File: src/rtl/bcd_seven_seg_scan.sv
// Latches a 3-digit BCD word and scans it onto a 4-digit common-anode 7-segment display.
// Optional macro LEADING_ZERO_BLANK_EN blanks leading zero digits (hundreds, then tens).
module bcd_seven_seg_scan #(
    parameter int REFRESH_DIV = 100000,
    parameter int CNT_W       = 17
) (
    input  logic        clk,
    input  logic        rst,
    input  logic [11:0] bcd_in,
    input  logic        bcd_valid,
    output logic [6:0]  seg,
    output logic [3:0]  an,
    output logic        dp,
    output logic        frame_done
);

    typedef enum logic [1:0] {
        SLOT_ONES     = 2'd0,
        SLOT_TENS     = 2'd1,
        SLOT_HUNDREDS = 2'd2,
        SLOT_BLANK    = 2'd3
    } slot_e;

    localparam logic [CNT_W-1:0] CNT_MAX   = CNT_W'(REFRESH_DIV - 1);
    localparam logic [6:0]       SEG_BLANK = 7'b1111111;
    localparam logic [3:0]       AN_OFF    = 4'b1111;

    logic [CNT_W-1:0] cnt_q, cnt_d;
    slot_e            slot_q, slot_d;
    logic [11:0]      display_q, display_d;
    logic [11:0]      pending_q, pending_d;
    logic             pending_flag_q, pending_flag_d;
    logic [6:0]       seg_q, seg_d;
    logic [3:0]       an_q, an_d;
    logic             frame_done_q, frame_done_d;
    logic             tick;
    logic             wrap;

    function automatic logic [6:0] decode(input logic [3:0] nib);
        case (nib)
            4'd0:    decode = 7'b1000000;
            4'd1:    decode = 7'b1111001;
            4'd2:    decode = 7'b0100100;
            4'd3:    decode = 7'b0110000;
            4'd4:    decode = 7'b0011001;
            4'd5:    decode = 7'b0010010;
            4'd6:    decode = 7'b0000010;
            4'd7:    decode = 7'b1111000;
            4'd8:    decode = 7'b0000000;
            4'd9:    decode = 7'b0010000;
            default: decode = 7'b0111111;
        endcase
    endfunction

    // NOTE: state registers use non-blocking assignments only; the async reset clears every register, including the data words, so the display never shows stale data after reset.
    always_ff @(posedge clk or posedge rst) begin
        if (rst) begin
            cnt_q          <= '0;
            slot_q         <= SLOT_ONES;
            display_q      <= 12'h000;
            pending_q      <= 12'h000;
            pending_flag_q <= 1'b0;
            seg_q          <= SEG_BLANK;
            an_q           <= AN_OFF;
            frame_done_q   <= 1'b0;
        end else begin
            cnt_q          <= cnt_d;
            slot_q         <= slot_d;
            display_q      <= display_d;
            pending_q      <= pending_d;
            pending_flag_q <= pending_flag_d;
            seg_q          <= seg_d;
            an_q           <= an_d;
            frame_done_q   <= frame_done_d;
        end
    end

    // NOTE: every signal driven here gets a hold/default value first so no latch is inferred.
    always_comb begin
        tick           = (cnt_q == CNT_MAX);
        cnt_d          = tick ? '0 : cnt_q + 1'b1;
        slot_d         = slot_q;
        wrap           = 1'b0;
        display_d      = display_q;
        pending_d      = pending_q;
        pending_flag_d = pending_flag_q;
        seg_d          = seg_q;
        an_d           = an_q;

        if (tick) begin
            slot_d = slot_e'(slot_q + 2'd1);
            wrap   = (slot_q == SLOT_BLANK);
        end

        if (bcd_valid) begin
            pending_d      = bcd_in;
            pending_flag_d = 1'b1;
        end

        // A strobe landing on the wrap edge is newer than anything pending, so it goes straight to the display.
        if (wrap) begin
            if (bcd_valid) begin
                display_d = bcd_in;
            end else if (pending_flag_q) begin
                display_d = pending_q;
            end
            pending_flag_d = 1'b0;
        end

        if (tick) begin
            an_d  = AN_OFF;
            seg_d = SEG_BLANK;
            case (slot_d)
                SLOT_ONES: begin
                    an_d  = 4'b1110;
                    seg_d = decode(display_d[3:0]);
                end
                SLOT_TENS: begin
                    an_d  = 4'b1101;
                    seg_d = decode(display_d[7:4]);
`ifdef LEADING_ZERO_BLANK_EN
                    if (display_d[11:4] == 8'h00) seg_d = SEG_BLANK;
`endif
                end
                SLOT_HUNDREDS: begin
                    an_d  = 4'b1011;
                    seg_d = decode(display_d[11:8]);
`ifdef LEADING_ZERO_BLANK_EN
                    if (display_d[11:8] == 4'h0) seg_d = SEG_BLANK;
`endif
                end
                default: begin
                    an_d  = AN_OFF;
                    seg_d = SEG_BLANK;
                end
            endcase
        end

        frame_done_d = wrap;
    end

    assign seg        = seg_q;
    assign an         = an_q;
    assign dp         = 1'b1;
    assign frame_done = frame_done_q;

endmodule

File: config.mk
export PLATFORM = sky130hd
export DESIGN_NAME = bcd_seven_seg_scan
export DESIGN_NICKNAME = d
export VERILOG_FILES = /design/src/rtl/bcd_seven_seg_scan.sv
export SDC_FILE = /design/constraint.sdc
export NUM_CORES = 1
export LEC_CHECK = 0
export BUFFER_PORTS_ARGS = -buffer_cell sky130_fd_sc_hd__buf_2
export CORE_ASPECT_RATIO = 0.9
export CORE_MARGIN = 2
export CORE_UTILIZATION = 25
export CTS_CLUSTER_DIAMETER = 40
export CTS_CLUSTER_SIZE = 12
export DETAILED_ROUTE_END_ITERATION = 12
export PLACE_DENSITY = 0.46
export SLEW_MARGIN = 20
export SYNTH_ARGS = -nofsm -noshare
export SYNTH_HDL_FRONTEND = slang
export SYNTH_SLANG_ARGS = --single-unit
File: constraint.sdc
create_clock -name clk -period 2.6 [get_ports clk]
set_input_delay 0.26 -clock clk [delete_from_list [all_inputs] [get_ports clk]]
set_output_delay 0.26 -clock clk [all_outputs]
set_load 0.005 [all_outputs]
==> flow_metrics.py, run 1 <==
metrics = {
    "final_layout": {
        "syn2layout_area_growth_pct": 40.09,
        "fillers": 1193,
        "multi_input_area_um2": 1579,
        "layout_commonest_cell": "buf_4",
        "antenna_cells": 0,
        "drive_gt1_frac": 0.4478,
        "final_cell_mix": "buf_4, dfrtp_1, nor2_1, buf_2, nand2_1",
        "final-seq-area_um2": 1389,
        "stdcell_area_um2": 4101,
        "fin_nets": 413,
    },
    "sta": {
        "layout_worst_path_cycle_share": 1.064,
        "maxSlewHeadroom": 0.5171,
        "drv_slew": 0,
        "setup_viol": 7,
        "rsz0062_at_grt": "true",
        "tightestPinTransition_ps": 724.3,
        "fin_skew_ps": 4.336,
        "timing_hold_violations_final": 0,
        "fin_crit_ps": 2767,
        "setup_slack_ps": -167.3,
        "max_freq_mhz": 361.4,
    },
    "setup_path": {
        "worstSetupPathType": "reg2reg",
        "endpoint_kind": "register",
        "crit_fanout": 7,
        "cp.required_ps": 2830,
        "crit_arrival_ps": 2990,
        "critPathLaunchType": "register",
    },
    "drt": {
        "vias": 2493,
        "wire_per_inst_um": 14.06,
        "drt_iter0_markers": 96,
        "drtAntennaViolNets": 0,
        "vias_per_cell": 4.541,
        "dr.pass1.iters": 4,
        "post-route-drc-count": 0,
        "routed_wl_um": 7721,
    },
    "min_path": {
        "hp-class": "in2async",
    },
    "global_route": {
        "grt_max_degree": 56,
        "overflow": 0,
        "grt_pass1_wl_um": 13230,
        "grt_usage": 0.1299,
        "grt_pass1_vias": 2545,
        "antenna_found_initial": 0,
    },
    "cts": {
        "cts_buffers": 5,
        "h-tree-depth": 2,
        "cts_root_buf": "clkbuf_16",
        "cts_tree": "built",
        "clockBufferDepth": 2,
        "cts.sinks": 55,
        "clkLatencyLatePin_ps": 290,
        "clk_pin_slew_ps": 70,
    },
    "pwr": {
        "combPwrFrac": 0.045,
        "p_seq_frac": 0.511,
        "peakVddDrop_uv": 224.9,
        "swShare": 0.2073,
        "leakage_uw": 0.001871,
        "p_sw_uw": 356.2,
        "p_per_area_nw_per_um2": 418.9,
        "p_int_uw": 1362,
        "clock_power_share": 0.443,
    },
    "run_status": {
        "status": "finished with violations",
        "violations": "setup timing",
    },
    "synthesis": {
        "syn_area_per_cell_um2": 9.925,
        "yosysWarnings": 0,
        "synthAdderAreaFrac": 0.02564,
        "synth_xor_area_frac": 0.05085,
        "seq_area_frac_synth": 0.4744,
        "synth_top_family_by_area": "simple AND/OR/NAND/NOR gates",
        "synth_edf_count": 0,
        "synth_ff_type": "dfrtp_1",
        "ys_ff_latch": 55,
        "synth_compound_area_frac": 0.1526,
        "synth.distinct_cells": 59,
        "synthArstFlopShare": 1.000,
        "synth-simple-area-share": 0.1774,
        "netlist_instances": 295,
        "syn-cell-area_um2": 2928,
        "synthMuxAreaShare": 0.07863,
    },
    "placement": {
        "placed_cell_area_um2": 3694,
        "dp_slack_ps": -214.3,
        "gp_congestion": 0.8413,
        "numPortBuffers": 25,
        "dpl.hpwl_um": 5616,
    },
    "floorplan": {
        "start_util": 0.2560,
        "fp.dieW_um": 118.1,
        "pin_count": 28,
        "die_h_um": 106.7,
        "die_area_um2": 12590,
        "core_area_um2": 11430,
        "rows": 37,
    },
    "job": {
        "drv_cap": 0,
    },
}
## power by group through the flow
| stage | logic (uW) | registers (uW) | clock network (uW) |
|---|---|---|---|
| after floorplan | 48.6 | 894 | 0 |
| after global placement | 78.8 | 894 | 0 |
| after detailed placement | 80.0 | 895 | 0 |
| after CTS | 80.0 | 879 | 794 |
| after global routing | 88.8 | 881 | 825 |
| final | 78.0 | 879 | 761 |
## state kept, by name, indices dropped and copies added (netlist names)
signal,cells
seg,7
pending_flag_q,1
pending_q,12
cnt_q,17
slot_q,2
frame_done,1
display_q,12
an,3
## final timing paths
path / startpoint / end / slack, ps / cells after the start
max: cnt_q[8] / seg[3] / -170 / 9
min: rst / cnt_q[0] / 160 / 3
max reg2reg: cnt_q[8] / seg[3] / -170 / 9
min reg2reg: pending_q[8] / pending_q[8] / 500 / 1
max in group asynchronous: rst / display_q[3] / 1960 / 3
min in group clk: bcd_in[9] / pending_q[9] / 220 / 2
## layout make-up
cell class                      instances  area share
Inverter                               17     0.01647
Clock inverter                          1    0.007322
Sequential cell                        55      0.3386
Tap cell                              156     0.04759
Timing Repair Buffer                  100      0.1727
Clock buffer                            7     0.03234
Multi-Input combinational cell        213      0.3850
## cells by family after synthesis
family | count (synthesis)
other cells | 1
buf+inv | 28
simple gates | 101
fa+ha+maj | 6
compound gates | 66
xor+xnor | 17
flops | 55
mux | 21
## timing repair
action,CTS,global route
setup buffers,4,10
hold buffers,0,0
resized for setup,14,27
pin swaps,9,19
setup endpoints to repair,7,7
## layer usage
layer  share of wire  track usage  vias to the layer above  wire, um
li1                -            -                     1249         -
met1            0.53       0.1906                     1190      4109
met2            0.43       0.2011                       45      3304
met3           0.025      0.01755                        9       196
met4           0.014      0.03356                        0       110
met5               0            0                        -         0
## worst max-delay path, cell delays in order (launching register included)
cell and delay [ps]:
dfrtp_1 380, or4b_4 540, or3_4 450, nor2_8 200, buf_4 140, mux2_2 330, and2_1 170, o21a_1 180
o21a_1 160, o22a_1 150
## cell usage after synthesis (6+ instances only)
library cell	count	area share
dfrtp_1	45	0.38
nor2_1	40	0.051
a21oi_1	16	0.027
nand2_1	16	0.021
inv_1	15	0.019
mux2_2	13	0.050
nand3_1	11	0.019
dfstp_2	10	0.090
xnor2_1	9	0.027
a31oi_1	8	0.017
o21ai_0	8	0.014
xor2_1	8	0.024
mux2i_1	7	0.024
nand4_1	7	0.015
nor3_1	7	0.012
ha_1	6	0.026
## stage by stage
step | utilization | setup TNS, ps | cells | power, uW | hold slack, ps
after floorplan | - | -553.4 | 296 | 942.2 | 405.0
after global placement | 0.3230 | -963.3 | 527 | 973.2 | 489.9
after detailed placement | 0.3230 | -1020 | 527 | 974.9 | 489.3
after CTS | 0.3451 | -710.0 | 539 | 1752 | 201.5
after global routing | 0.3587 | -1494 | 549 | 1795 | 212.3
final | 0.3587 | -790.5 | 549 | 1718 | 158.6
(Power assumes the default switching activity.)
==> run 2: changes to the inputs <==
- SETUP_SLACK_MARGIN: unset -> 0.2
==> run 2 against run 1 <==
The flow still finishes with violations (setup timing). Sequential power about the same. Design area shrank 1.1%. Sequential cell count is the same. Wire length decreased by 1.2%. Largest power group unchanged. Clock power decreased by 8.4%.
==> flow_metrics.py, run 2 (synthesis results as in run 1) <==
metrics = {
    "job": {
        "drv_cap": 0,
    },
    "drt": {
        "vias_per_cell": 4.527,
        "post-route-drc-count": 0,
        "dr.pass1.iters": 4,
        "routed_wl_um": 7628,
        "wire_per_inst_um": 14.05,
        "vias": 2458,
        "drtAntennaViolNets": 0,
        "drt_iter0_markers": 79,
    },
    "sta": {
        "maxSlewHeadroom": 0.5367,
        "rsz0062_at_grt": "true",
        "timing_hold_violations_final": 0,
        "tightestPinTransition_ps": 693.9,
        "max_freq_mhz": 359.5,
        "fin_skew_ps": 5.241,
        "layout_worst_path_cycle_share": 1.070,
        "setup_viol": 7,
        "drv_slew": 0,
        "setup_slack_ps": -181.5,
        "fin_crit_ps": 2781,
    },
    "placement": {
        "gp_congestion": 0.8214,
        "numPortBuffers": 25,
        "dp.cells": 530,
        "dp_slack_ps": -197.2,
        "dpl.hpwl_um": 5715,
    },
    "final_layout": {
        "layout_commonest_cell": "buf_4",
        "drive_gt1_frac": 0.4238,
        "final_cell_count_no_fill": 543,
        "antenna_cells": 0,
        "fin_nets": 407,
        "top_regs": "cnt_q (17), display_q (12), pending_q (12)",
        "largest_register": "cnt_q",
        "largest_reg_flops": 17,
        "final_cell_mix": "buf_4, dfrtp_1, nor2_1, buf_2, nand2_1",
        "syn2layout_area_growth_pct": 38.55,
    },
    "floorplan": {
        "die_h_um": 106.7,
        "die_area_um2": 12590,
        "rows": 37,
        "fp.dieW_um": 118.1,
        "core_area_um2": 11430,
        "start_util": 0.2560,
        "pin_count": 28,
    },
    "pwr": {
        "peakVddDrop_uv": 229.5,
        "p_per_area_nw_per_um2": 408.8,
        "swShare": 0.2204,
        "p_seq_frac": 0.530,
        "leakage_uw": 0.001842,
        "p_int_uw": 1293,
        "combPwrFrac": 0.050,
        "p_sw_uw": 365.5,
        "clock_power_share": 0.421,
    },
    "cts": {
        "cts_tree": "built",
        "cts_root_buf": "clkbuf_16",
        "cts.sinks": 55,
        "h-tree-depth": 2,
        "cts_buffers": 5,
        "clkLatencyLatePin_ps": 300,
        "clk_pin_slew_ps": 70,
        "clockBufferDepth": 2,
    },
    "setup_path": {
        "crit_top_cell": "buf_6",
        "cp_num_cells": 11,
        "crit_path_top_delay_cell": "or4_4",
        "crit_arrival_ps": 3010,
        "endpoint_kind": "register",
        "crit_fanout": 7,
        "cp.required_ps": 2830,
        "critical_path.top_delay_family": "simple AND/OR/NAND/NOR gates",
        "r2r_slack_ps": -180,
        "worstSetupPathType": "reg2reg",
        "critPathLaunchType": "register",
        "cp_cell_sequence": "or4_4 > or3_4 > nor2_8 > buf_6 > buf_6 > mux2i_4 > buf_6 > nor2_1 > o21a_1 > o21a_1 > o22a_1",
        "rr_endpoint": "seg[3]",
        "r2r.worst_path.cells": 11,
        "crit_buf_inv": 3,
        "r2r_start": "cnt_q[11]",
        "critical-path-max-stage-delay_ps": 540,
    },
    "global_route": {
        "grt_max_degree": 31,
        "grt_usage": 0.1300,
        "antenna_found_initial": 0,
        "overflow": 0,
        "grt_pass1_wl_um": 13120,
        "grt_pass1_vias": 2493,
    },
    "run_status": {
        "violations": "setup timing",
        "status": "finished with violations",
    },
    "min_path": {
        "hp-class": "in2async",
    },
}
-- run 2: repair_timing --
action	in CTS	in global routing
endpoints found under the hold margin	0	0
gates resized for setup	11	24
pin swaps	9	7
setup endpoints to repair	8	8
gates cloned	0	0
setup buffers	2	3
hold buffers	0	0
-- run 2: power groups by stage --
stage / combinational (uW) / clock [uW] / sequential (uW)
2_1_floorplan: 48.6 / 0 / 894
3_3_place_gp: 82.8 / 0 / 894
3_5_place_dp: 83.5 / 0 / 895
4_1_cts: 84.6 / 722 / 879
5_1_grt: 93.6 / 758 / 880
6_report: 82.2 / 697 / 879
-- run 2: per-stage QoR --
stage | area (um2) | TNS [ps] | hold WS [ps] | total power, uW | utilization
2_1_floorplan | 2944 | -553.4 | 405.0 | 942.2 | -
3_3_place_gp | 3741 | -935.2 | 399.5 | 977.2 | 0.3272
3_5_place_dp | 3741 | -953.6 | 411.4 | 978.3 | 0.3272
4_1_cts | 3949 | -855.2 | 92.31 | 1685 | 0.3453
5_1_grt | 4056 | -1605 | 128.8 | 1731 | 0.3547
6_report | 4056 | -851.8 | 66.33 | 1658 | 0.3547
-- run 2: how the worst max path moves through the flow --
stage / start / endpoint / slack, ps
floorplan: cnt_q[6] / seg[3] / -180
global placement: cnt_q[8] / seg[3] / -180
detailed placement: cnt_q[8] / seg[3] / -200
CTS: cnt_q[11] / seg[3] / -160
global route: cnt_q[11] / seg[3] / -280
finish: cnt_q[11] / seg[3] / -180
-- run 2: per-layer routing --
metal / GRT usage / vias to the layer above / wire length (um) / part of all wire
li1: - / 1227 / - / -
met1: 0.1981 / 1179 / 4141 / 0.54
met2: 0.1796 / 41 / 3118 / 0.41
met3: 0.02181 / 11 / 198 / 0.026
met4: 0.05250 / 0 / 170 / 0.022
met5: 0 / - / 0 / 0
-- run 2: cell type report --
| class | instances | area, um2 |
|---|---|---|
| fillers | 1176 | 7378 |
| multi-input cells | 213 | 1562 |
| flip-flops and latches | 55 | 1389 |
| repair buffers | 94 | 691.9 |
| well taps | 156 | 195.2 |
| clock buffers | 7 | 142.6 |
| inverters | 17 | 71.32 |
| clock inverters | 1 | 5.005 |
==> run 3: changes to the inputs <==
- CORE_UTILIZATION: 25 -> 53
- PLACE_DENSITY: 0.46 -> 0.79
==> run 3 against run 2 <==
The run still ends with setup timing left. Worst setup slack got worse by 150 ps. Via count increased by 10%. Sequential power about the same.
==> flow_metrics.py, run 3 (synthesis results as in run 1) <==
metrics = {
    "setup_path": {
        "r2r_slack_ps": -330,
        "crit_buf_inv": 2,
        "r2r_start": "cnt_q[5]",
        "crit_path_top_delay_cell": "or4b_4",
        "rr_endpoint": "seg[6]",
        "crit_fanout": 6,
        "worstSetupPathType": "reg2reg",
        "critical-path-max-stage-delay_ps": 550,
        "cp.required_ps": 2860,
        "critPathLaunchType": "register",
        "endpoint_kind": "register",
        "r2r.worst_path.cells": 9,
        "crit_top_cell": "buf_4",
        "crit_arrival_ps": 3190,
        "cp_cell_sequence": "or4b_4 > or3_4 > nor3_2 > nor2_1 > buf_4 > buf_4 > a2111o_1 > o311ai_2 > o22a_1",
        "critical_path.top_delay_family": "simple AND/OR/NAND/NOR gates",
    },
    "drt": {
        "vias": 2706,
        "dr.pass1.iters": 5,
        "routed_wl_um": 7913,
        "drtAntennaViolNets": 0,
        "vias_per_cell": 6.081,
        "post-route-drc-count": 0,
        "drt_iter0_markers": 410,
        "wire_per_inst_um": 17.78,
    },
    "sta": {
        "maxSlewHeadroom": 0.4200,
        "fin_crit_ps": 2929,
        "timing_hold_violations_final": 0,
        "rsz0062_at_grt": "true",
        "fin_skew_ps": 5.727,
        "tightestPinTransition_ps": 868.7,
        "drv_slew": 0,
        "max_freq_mhz": 341.5,
        "setup_viol": 7,
        "setup_slack_ps": -328.6,
        "layout_worst_path_cycle_share": 1.126,
        "tns_ps": -1850,
    },
    "cts": {
        "ctsHoldBuffers": 0,
        "cts_root_buf": "clkbuf_8",
        "cts.sinks": 55,
        "clkLatencyLatePin_ps": 310,
        "clockBufferDepth": 2,
        "cts_tree": "built",
        "h-tree-depth": 2,
        "clk_pin_slew_ps": 100,
        "cts_buffers": 5,
    },
    "placement": {
        "placed_cell_area_um2": 3480,
        "gp_congestion": 0.8900,
        "dpl.hpwl_um": 4883,
        "numPortBuffers": 25,
        "dp_slack_ps": -209.6,
    },
    "job": {
        "drv_cap": 0,
    },
    "run_status": {
        "status": "finished with violations",
        "violations": "setup timing",
    },
    "final_layout": {
        "antenna_cells": 0,
        "largest_reg_flops": 17,
        "layout_commonest_cell": "buf_4",
        "utilization": 0.7283,
        "stdcell_area_um2": 3850,
        "largest_register": "cnt_q",
        "syn2layout_area_growth_pct": 31.50,
        "fin_nets": 398,
        "top_regs": "cnt_q (17), display_q (12), pending_q (12)",
        "fillers": 336,
        "final_cell_mix": "buf_4, dfrtp_1, nor2_1, buf_2, nand2_1",
        "drive_gt1_frac": 0.4101,
    },
    "floorplan": {
        "pin_count": 28,
        "rows": 25,
        "fp.dieW_um": 82.35,
        "die_area_um2": 6136,
        "start_util": 0.5538,
        "core_area_um2": 5286,
        "die_h_um": 74.51,
    },
    "pwr": {
        "p_per_area_nw_per_um2": 372.3,
        "peakVddDrop_uv": 258.3,
        "leakage_uw": 0.001772,
    },
    "global_route": {
        "met3_usage": 0.04854,
        "overflow": 0,
        "gr-usage-met2": 0.3996,
        "grt_max_degree": 43,
        "grt_usage": 0.2479,
        "grt_pass1_wl_um": 11340,
        "grt.busiest_layer": "met2",
        "antenna_found_initial": 0,
        "grt_pass1_vias": 2400,
        "grtUsageMet1": 0.3365,
    },
    "min_path": {
        "hp-class": "in2async",
    },
}
run 3: timing repair:
item / CTS / global route
hold endpoints to repair: 0 / 0
gates resized for setup: 14 / 28
pin swaps: 8 / 15
setup buffers: 5 / 6
setup endpoints to repair: 7 / 7
run 3: stage by stage:
step / power (uW) / hold WS (ps) / std cells
finish: 1433 / 118.4 / 445
global route: 1489 / 189.9 / 445
CTS: 1440 / 149.0 / 439
detailed placement: 972.8 / 494.0 / 426
global placement: 968.8 / 474.0 / 426
floorplan: 942.2 / 405.0 / 296
run 3: cell type report:
cell class              count  area [um2]  area share
repair buffers             85       601.8      0.1563
clock buffers               5       68.82     0.01787
clock inverters             3       20.02    0.005200
inverters                  17       68.82     0.01787
flip-flops and latches     55        1389      0.3607
well taps                  67       83.83     0.02177
multi-input cells         213        1618      0.4202
run 3: where the power goes:
group	total (uW)	internal [uW]	switching, uW
Combinational	80.1	33.7	46.4
Sequential	879	874	5.31
Clock	474	188	286
Total	1430	1100	337
run 3: routing by layer:
layer / wire length, um / vias up
li1: - / 1212
met1: 3221 / 1292
met2: 3737 / 164
met3: 731 / 38
met4: 223 / 0
met5: 0 / -
run 3: how the worst max path moves through the flow:
stage	startpoint	end	slack, ps	depth (start not counted)
2_1_floorplan	cnt_q[6]	seg[3]	-180	9
3_3_place_gp	cnt_q[8]	seg[3]	-140	9
3_5_place_dp	cnt_q[8]	seg[3]	-210	9
4_1_cts	cnt_q[11]	seg[5]	-140	9
5_1_grt	cnt_q[5]	seg[6]	-390	9
6_report	cnt_q[5]	seg[6]	-330	9
